==> config.mk <==
export PLATFORM = sky130hd
export DESIGN_NAME = arith_unit
export DESIGN_NICKNAME = d
export VERILOG_FILES = /design/src/rtl/arith_unit_pkg.sv /design/src/rtl/au_adder.sv /design/src/rtl/arith_unit.sv
export SDC_FILE = /design/constraint.sdc
export NUM_CORES = 1
export LEC_CHECK = 0
export ABC_CLOCK_PERIOD_IN_PS = 3100
export BUFFER_PORTS_ARGS = -buffer_cell sky130_fd_sc_hd__buf_4
export CORE_UTILIZATION = 25
export CTS_CLUSTER_DIAMETER = 200
export DETAILED_ROUTE_END_ITERATION = 6
export PLACE_DENSITY_LB_ADDON = 0.05
export SLEW_MARGIN = 20
export SYNTH_ARGS = -nofsm -noshare
export SYNTH_HDL_FRONTEND = slang
export SYNTH_SLANG_ARGS = --single-unit
==> constraint.sdc <==
create_clock -name clk -period 3.1 [get_ports clk]
set_clock_uncertainty 0.05 [all_clocks]
set_input_delay 0.31 -clock clk [delete_from_list [all_inputs] [get_ports clk]]
set_output_delay 0.31 -clock clk [all_outputs]
set_load 0.01 [all_outputs]
==> src/rtl/arith_unit_pkg.sv <==
// arith_unit_pkg
//   Shared constants, the register word type and helpers for the arithmetic
//   unit. Bit 0 of every register word is the MSB/sign and bit 30 is the
//   LSB, so words are declared with an ascending range [0:AU_W-1]. With that
//   range a numeric left shift moves data toward bit 0.
//   Optional feature macro used by this slice: AU_CONFLICT_CHECK_EN.
package arith_unit_pkg;

   localparam int AU_W    = 31;   // register width
   localparam int AU_SIGN = 0;    // index of the MSB/sign bit
   localparam int AU_LSB  = 30;   // index of the LSB

   typedef logic [0:AU_W-1] au_word_t;

   localparam au_word_t AU_ZERO = {AU_W{1'b0}};

   // Writer classes that can target a register in one cycle, in priority order.
   typedef enum logic [2:0] {
      CLS_CLEAR = 3'd0,
      CLS_MOVE  = 3'd1,
      CLS_NOT   = 3'd2,
      CLS_ARITH = 3'd3,
      CLS_SHIFT = 3'd4
   } au_class_e;

   // True when more than one bit of a writer-class vector is set.
   function automatic logic multi_hot(input logic [4:0] v);
      return ((v & (v - 5'd1)) != 5'd0);
   endfunction

endpackage

==> src/rtl/au_adder.sv <==
// au_adder
//   31-bit unsigned adder for the arithmetic unit. Purely combinational.
//   Ports:
//     a, b       in  31  operands (bit 0 = MSB)
//     sum        out 31  a + b with the carry discarded
//     carry_out  out 1   carry out of bit 0 (the MSB)
module au_adder
   import arith_unit_pkg::*;
(
   input  logic [0:AU_W-1] a,
   input  logic [0:AU_W-1] b,
   output logic [0:AU_W-1] sum,
   output logic            carry_out
);

   logic [AU_W:0] full_s;

   // One extra bit on the left captures the carry out of the MSB.
   assign full_s    = {1'b0, a} + {1'b0, b};
   assign sum       = full_s[AU_W-1:0];
   assign carry_out = full_s[AU_W];

endmodule

==> src/rtl/arith_unit.sv <==
// arith_unit
//   Three 31-bit working registers A, B, C driven by single-cycle command
//   pulses (clear, invert, add, and, shifts, moves, memory load). All writers
//   of a register are resolved by priority: clear > load/move > not >
//   sum/and > shift; do_set_c_30 ORs into C after that resolution. Every
//   operation samples pre-edge register values, so coupled shifts and
//   register swaps in one cycle are well defined.
//   Ports:
//     clk, resetn                  clock, asynchronous active-low reset
//     do_*_to_au, load_a_from_mem  command pulses
//     do_left_shift_c29_to_au      qualifier: hold C bit 0 on a C left shift,
//                                  and fill B bit 30 from C bit 1
//     mem_data_from_mem            word loaded into A
//     carry_out_from_au            combinational carry of A + B
//     reg_c_30_from_au, reg_b_0_from_au, reg_c_to_mem   register contents
//     au_error                     sticky writer-conflict flag
//   Macro AU_CONFLICT_CHECK_EN enables the conflict check; without it
//   au_error is tied low.
module arith_unit
   import arith_unit_pkg::*;
(
   input  logic            clk,
   input  logic            resetn,
   input  logic            do_clear_a_to_au,
   input  logic            do_clear_b_to_au,
   input  logic            do_clear_c_to_au,
   input  logic            do_not_a_to_au,
   input  logic            do_not_b_to_au,
   input  logic            do_sum_to_au,
   input  logic            do_and_to_au,
   input  logic            do_set_c_30_to_au,
   input  logic            do_left_shift_b_to_au,
   input  logic            do_left_shift_c_to_au,
   input  logic            do_left_shift_c29_to_au,
   input  logic            do_right_shift_bc_to_au,
   input  logic            do_move_c_to_a_to_au,
   input  logic            do_move_c_to_b_to_au,
   input  logic            do_move_b_to_c_to_au,
   input  logic            load_a_from_mem,
   input  logic [0:AU_W-1] mem_data_from_mem,
   output logic            carry_out_from_au,
   output logic            reg_c_30_from_au,
   output logic            reg_b_0_from_au,
   output logic [0:AU_W-1] reg_c_to_mem,
   output logic            au_error
);

   au_word_t a_r, b_r, c_r;
   au_word_t a_nxt_s, b_nxt_s, c_pri_s, c_nxt_s;
   au_word_t sum_s;
   au_word_t b_shl_s, b_shr_s, c_shl_s, c_shr_s;
   logic     b_fill_s;

   au_adder u_adder (
      .a         (a_r),
      .b         (b_r),
      .sum       (sum_s),
      .carry_out (carry_out_from_au)
   );

   // Shift candidates, all built from pre-edge values so B and C can shift together.
   always_comb begin
      b_fill_s = do_left_shift_c29_to_au ? c_r[1] : c_r[AU_SIGN];
      b_shl_s  = {b_r[1:AU_LSB], b_fill_s};
      b_shr_s  = {1'b0, b_r[AU_SIGN:AU_LSB-1]};
      c_shr_s  = {b_r[AU_LSB], c_r[AU_SIGN:AU_LSB-1]};
      if (do_left_shift_c29_to_au) begin
         c_shl_s = {c_r[AU_SIGN], c_r[2:AU_LSB], 1'b0};
      end else begin
         c_shl_s = {c_r[1:AU_LSB], 1'b0};
      end
   end

   // Next value of A by writer priority.
   always_comb begin
      a_nxt_s = a_r;
      if (do_clear_a_to_au) begin
         a_nxt_s = AU_ZERO;
      end else if (load_a_from_mem) begin
         a_nxt_s = mem_data_from_mem;
      end else if (do_move_c_to_a_to_au) begin
         a_nxt_s = c_r;
      end else if (do_not_a_to_au) begin
         a_nxt_s = ~a_r;
      end else begin
         a_nxt_s = a_r;
      end
   end

   // Next value of B by writer priority.
   always_comb begin
      b_nxt_s = b_r;
      if (do_clear_b_to_au) begin
         b_nxt_s = AU_ZERO;
      end else if (do_move_c_to_b_to_au) begin
         b_nxt_s = c_r;
      end else if (do_not_b_to_au) begin
         b_nxt_s = ~b_r;
      end else if (do_sum_to_au) begin
         b_nxt_s = sum_s;
      end else if (do_left_shift_b_to_au) begin
         b_nxt_s = b_shl_s;
      end else if (do_right_shift_bc_to_au) begin
         b_nxt_s = b_shr_s;
      end else begin
         b_nxt_s = b_r;
      end
   end

   // Next value of C by writer priority, then the bit-30 set ORed on top.
   always_comb begin
      c_pri_s = c_r;
      if (do_clear_c_to_au) begin
         c_pri_s = AU_ZERO;
      end else if (do_move_b_to_c_to_au) begin
         c_pri_s = b_r;
      end else if (do_and_to_au) begin
         c_pri_s = a_r & b_r;
      end else if (do_left_shift_c_to_au) begin
         c_pri_s = c_shl_s;
      end else if (do_right_shift_bc_to_au) begin
         c_pri_s = c_shr_s;
      end else begin
         c_pri_s = c_r;
      end
      c_nxt_s         = c_pri_s;
      c_nxt_s[AU_LSB] = c_pri_s[AU_LSB] | do_set_c_30_to_au;
   end

   // Working registers.
   always_ff @(posedge clk or negedge resetn) begin
      if (!resetn) begin
         a_r <= AU_ZERO;
         b_r <= AU_ZERO;
         c_r <= AU_ZERO;
      end else begin
         a_r <= a_nxt_s;
         b_r <= b_nxt_s;
         c_r <= c_nxt_s;
      end
   end

   assign reg_c_30_from_au = c_r[AU_LSB];
   assign reg_b_0_from_au  = b_r[AU_SIGN];
   assign reg_c_to_mem     = c_r;

`ifdef AU_CONFLICT_CHECK_EN
   logic [4:0] a_cls_s, b_cls_s, c_cls_s;
   logic       conflict_s;
   logic       err_r;

   // One bit per writer class that targets each register this cycle.
   always_comb begin
      a_cls_s = 5'd0;
      b_cls_s = 5'd0;
      c_cls_s = 5'd0;
      a_cls_s[CLS_CLEAR] = do_clear_a_to_au;
      a_cls_s[CLS_MOVE]  = load_a_from_mem | do_move_c_to_a_to_au;
      a_cls_s[CLS_NOT]   = do_not_a_to_au;
      b_cls_s[CLS_CLEAR] = do_clear_b_to_au;
      b_cls_s[CLS_MOVE]  = do_move_c_to_b_to_au;
      b_cls_s[CLS_NOT]   = do_not_b_to_au;
      b_cls_s[CLS_ARITH] = do_sum_to_au;
      b_cls_s[CLS_SHIFT] = do_left_shift_b_to_au | do_right_shift_bc_to_au;
      c_cls_s[CLS_CLEAR] = do_clear_c_to_au;
      c_cls_s[CLS_MOVE]  = do_move_b_to_c_to_au;
      c_cls_s[CLS_ARITH] = do_and_to_au;
      c_cls_s[CLS_SHIFT] = do_left_shift_c_to_au | do_right_shift_bc_to_au;
      conflict_s = multi_hot(a_cls_s) | multi_hot(b_cls_s) | multi_hot(c_cls_s);
   end

   // Sticky conflict flag, cleared only by reset.
   always_ff @(posedge clk or negedge resetn) begin
      if (!resetn) begin
         err_r <= 1'b0;
      end else begin
         err_r <= err_r | conflict_s;
      end
   end

   assign au_error = err_r;
`else
   assign au_error = 1'b0;
`endif

endmodule

Word level (Yosys, flattened, before mapping)
Index checks and enable logic that the tools add are counted.
{ "word_totals": {"wordCells": 32, "out_inout_bits": 35, "regBits": 93, "input_bits": 49} }
{ "op_classes": {"reduce_logical": 4, "n_bitwise": 4, "n_addsub": 1, "muxes": 17, "n_eq_ne": 1} }
{ "ops": {"columns": ["cell", "count"], "rows": [
  ["$mux W31", 16],
  ["$not A31 Y31", 2],
  ["$add A31 B31 Y32", 1],
  ["$and A31 B31 Y31", 1],
  ["$reduce_bool A6 Y1", 1],
  ["$ne A5 B4 Y1 const B", 1],
  ["$reduce_bool A5 Y1", 1],
  ["$reduce_bool A4 Y1", 1],
  ["$reduce_and A2 Y1", 1],
  ["$mux W1", 1],
  ["$or A1 B1 Y1", 1]
]} }

Longest topological paths before layout
{ "logic_depth": {"ltp_word": 6, "mapped_depth": 11} }

Modules after synthesis
Synthesis repeated with hierarchy kept, for this count alone.
{ "hier_totals": {"hier_cells": 970, "area_unflattened_um2": 7848.8} }
{ "modules_own_cells": {"columns": ["mod", "area_per_inst_um2", "cells_each", "seq_area_each_um2", "instances"], "rows": [
  ["arith_unit", 6004.5, 710, 2327.2, 1],
  ["au_adder", 1844.3, 260, 0.0, 1]
]} }

Worst setup path after synthesis
OpenSTA, ideal clock, no wires.
{ "synth_path": {"path_type": "register to output", "startpoint": "reg b_r[20]", "endpoint": "out carry_out_from_au", "slack_ps": 571, "required_ps": 2740, "stages_incl_launch_ff": 9, "arrival_ps": 2169, "n_path_buf": 1, "path_cell_list": "dfrtp_1 > ha_1 > buf_6 > and3_4 > a311o_1 > a221o_1 > a31oi_2 > or2b_2 > o21ai_0"} }
{ "synth_via": {"elab_chain_cells": 1} }
{ "synth_rtl": {"columns": ["element", "line", "text"], "rows": [
  ["start, declared", "arith_unit.sv:48", "au_word_t a_r, b_r, c_r;"],
  ["start signal, assigned", "arith_unit.sv:138", "b_r <= b_nxt_s;"],
  ["$add A31 B31 Y32", "au_adder.sv:19", "assign full_s = {1'b0, a} + {1'b0, b};"],
  ["end, declared", "arith_unit.sv:41", "output logic carry_out_from_au,"]
]} }
No other way between the ends.

Worst setup path in the final report
{ "layout_path": {"startpoint": "reg b_r[22]", "endpoint": "out carry_out_from_au"} }
Same word-level chain as after synthesis.

==> metrics.yaml <==
die:
  die_x_um: 180.4
  initial_core_util_pct: 25.68
  design.die.area_um2: 32550
  core-area_um2: 30990
  io_pins: 84
  die_h_um: 180.4
  rows: 64
drt:
  ant_nets: 0
  dr.pass1.iters: 5
  vias_per_cell: 5.328
  via_count: 8227
  wl_per_cell_um: 21.05
  drt_iter0_markers: 413
  drc: 0
  totalWireLength_mm: 32.50
power_and_ir_drop:
  p_sw_uw: 1335
  power_density_nw_per_um2: 405.9
  p_leak_uw: 0.004100
  seqPwrFrac_pct: 36.7
  p_int_uw: 2556
  comb_power_share_pct: 27.8
  p_sw_share_pct: 34.32
  peakVddDrop_mv: 0.3027
  p_clk_share_pct: 35.5
  report.power.total_uw: 3891
worst_setup_path:
  cp.arrival_ns: 2.66
  cp-start-kind: "flip-flop"
  cp.required_ns: 2.74
  reg2reg_depth: 11
  slowest_delay_ns: 0.45
  worst-path-buf-inv: 1
  path_delay_family: "compound AO/OA/AOI/OAI gates"
  cp.depth: 8
  crit_fanout: 6
  critPathCaptureType: "output pin"
  critPathSlowestCell: "dfrtp_2"
  crit_type: "flip-flop to output pin"
  cp_cell_sequence: "ha_2 > and3_4 > a311o_1 > a221o_1 > a31oi_4 > or2b_2 > o21ai_2 > buf_4"
final_layout:
  final_layout_size_suffix_gt1_share_pct: 16.90
  nNetsFinal: 1224
  area_delta_synth_final_pct: 20.49
  post-route-util_pct: 30.94
  diodes: 0
grt:
  antenna_found_initial: 0
  grt_pass1_wl_mm: 50.86
  grt-ovfl-total: 0
  grt_max_degree: 64
  grt_usage_pct: 20.24
  grt_pass1_vias: 8189
min_path:
  hp-class: "primary input to flip-flop"
  hold_depth: 2
sta:
  setup_viol: 0
  hold_violations: 0
  tightest_slew_ns: 0.7033
  fmax_mhz: 330.7
  relSlewSlack_pct: 53.11
  fin_crit_ns: 3.024
  drv_slew: 0
  fin_hold_ws_ns: 0.1047
  min_period_over_period_pct: 97.56
run:
  cap_violations: 0
clocking:
  clkTransAtPathRegs_ns: 0.08
  clk_latency_ns: 0.37
  cts_tree: "done"
  htreeDepth: 3
  cts.path.max_buffers: 2
  cts_buffers: 9
  root_buffer: "clkbuf_16"
  cts_sinks: 93
place:
  place.gp.congestion: 0.8276
  dp_hpwl_mm: 22.40
  io_buffers: 82
run_status:
  status: "finished clean"
logic_synthesis:
  yosysUniqueCellTypes: 71
  synth_nets: 1171
  syn-cell-area_um2: 7958
  ys_seq_area_share_pct: 29.25
  synth_edf_count: 0
  synthCells: 1090
  async_flop_share_pct: 100.0
  yosys_warnings: 0
  ys.flop_type: "dfrtp_1"
  postSynthRegisterBits: 93
  synth_area_per_cell_um2: 7.301
==> synthesized netlist by cell type (10+ instances only) <==
cell	number	area share, %
a21o_1	17	1.6
ha_1	31	4.9
buf_2	16	1.0
o21ai_0	92	5.8
o22ai_1	14	1.1
nor2_1	169	8.0
nand2_1	130	6.1
nor3_1	14	0.88
inv_1	16	0.75
xor2_1	11	1.2
a21oi_1	168	11
a22o_1	31	3.4
a211oi_1	20	1.9
buf_1	10	0.47
nand4_1	12	0.94
clkbuf_1	60	2.8
nand3_1	10	0.63
dfrtp_1	93	29
a221oi_1	17	1.9
mux2i_1	31	3.9
xnor2_1	12	1.3
==> sequential cells by signal, indices dropped and copies added, names as in the netlist <==
| register | count |
|---|---|
| a_r | 31 |
| b_r | 31 |
| reg_c_to_mem | 31 |
==> cell type report <==
cell class,instances,area (um^2)
Timing Repair Buffer,135,1041
Fill cell,3382,21400
Tap cell,396,495.5
Clock buffer,10,239.0
Inverter,17,63.81
Multi-Input combinational cell,887,5305
Sequential cell,93,2333
Clock inverter,6,110.1
==> repair_timing <==
item                                   4_1_cts  5_1_grt
setup buffers                                2        6
endpoints found under the hold margin       40        0
hold buffers                                 1        0
gates resized for setup                     13       16
setup endpoints to repair                    1        1
pin swaps                                    2        4
==> path summary, 6_finish.rpt <==
check / slack (ns) / to / start
max: 0.08 / carry_out_from_au / b_r[22]
min: 0.10 / reg_c_to_mem[30] / do_set_c_30_to_au
max reg2reg: 0.24 / b_r[30] / a_r[0]
min reg2reg: 0.50 / a_r[14] / a_r[14]
max in group asynchronous: 1.76 / b_r[1] / resetn
min in group asynchronous: 0.45 / b_r[22] / resetn
==> placed cells by master, fill, tap and decap left out, types with 16 or more instances in the layout <==
cell type  count
a22o_1        31
a21oi_1      166
a211oi_1      20
buf_4        132
ha_1          16
dfrtp_1       88
nor2_1       167
nand2_1      130
o21ai_0       91
a21o_1        17
inv_1         16
mux2i_1       31
a221oi_1      17
==> power by group through the flow <==
stage	logic (uW)	registers (uW)	clock network, uW
after floorplan	671	1410	0
after global placement	1050	1440	0
after detailed placement	1040	1450	0
after CTS	1060	1420	1410
after global routing	1200	1440	1450
final	1080	1430	1380
==> through the flow <==
step / TNS, ns / cells / cell area [um^2] / worst slack [ns]
global route: -0.0008600 / 1544 / 9588 / -0.0008600
finish: 0 / 1544 / 9588 / 0.07577
detailed placement: 0 / 1519 / 9025 / 0.1881
floorplan: 0 / 1090 / 7958 / 0.5712
CTS: 0 / 1538 / 9444 / 0.001743
global placement: 0 / 1519 / 9025 / 0.2152
==> cells by family (layout without fill, tap and decap cells) <==
| group | count (synthesis) | in the layout | share of synthesized area [%] |
|---|---|---|---|
| multiplexers | 32 | 32 | 4.041 |
| AND/OR/NAND/NOR | 376 | 376 | 20.20 |
| flip-flops | 93 | 93 | 29.25 |
| buffers and inverters | 110 | 168 | 5.959 |
| AO/OA/AOI/OAI | 423 | 423 | 32.85 |
| other | 1 | 1 | 0.04712 |
| XOR/XNOR | 23 | 23 | 2.531 |
| adder cells (fa/ha/maj) | 32 | 32 | 5.126 |
==> worst register-to-register path: stages, from the launching register on <==
cell      delay [ns]
dfrtp_1         0.38
ha_1            0.23
inv_1           0.07
fa_1            0.40
nand2b_1        0.19
a21oi_1         0.19
o21a_1          0.24
a21oi_2         0.14
o21ai_1         0.37
a21oi_1         0.12
nor4_1          0.25
o21ai_0         0.11
==> layer usage <==
layer / share of wire, % / up-vias / GRT usage (%)
met5: 0 / - / 0
met4: 1.1 / 0 / 4.205
met3: 2.5 / 22 / 2.365
met2: 46 / 136 / 32.67
met1: 51 / 4028 / 28.85
li1: - / 4041 / -
No activity file was read; power rests on OpenSTA's default activity.
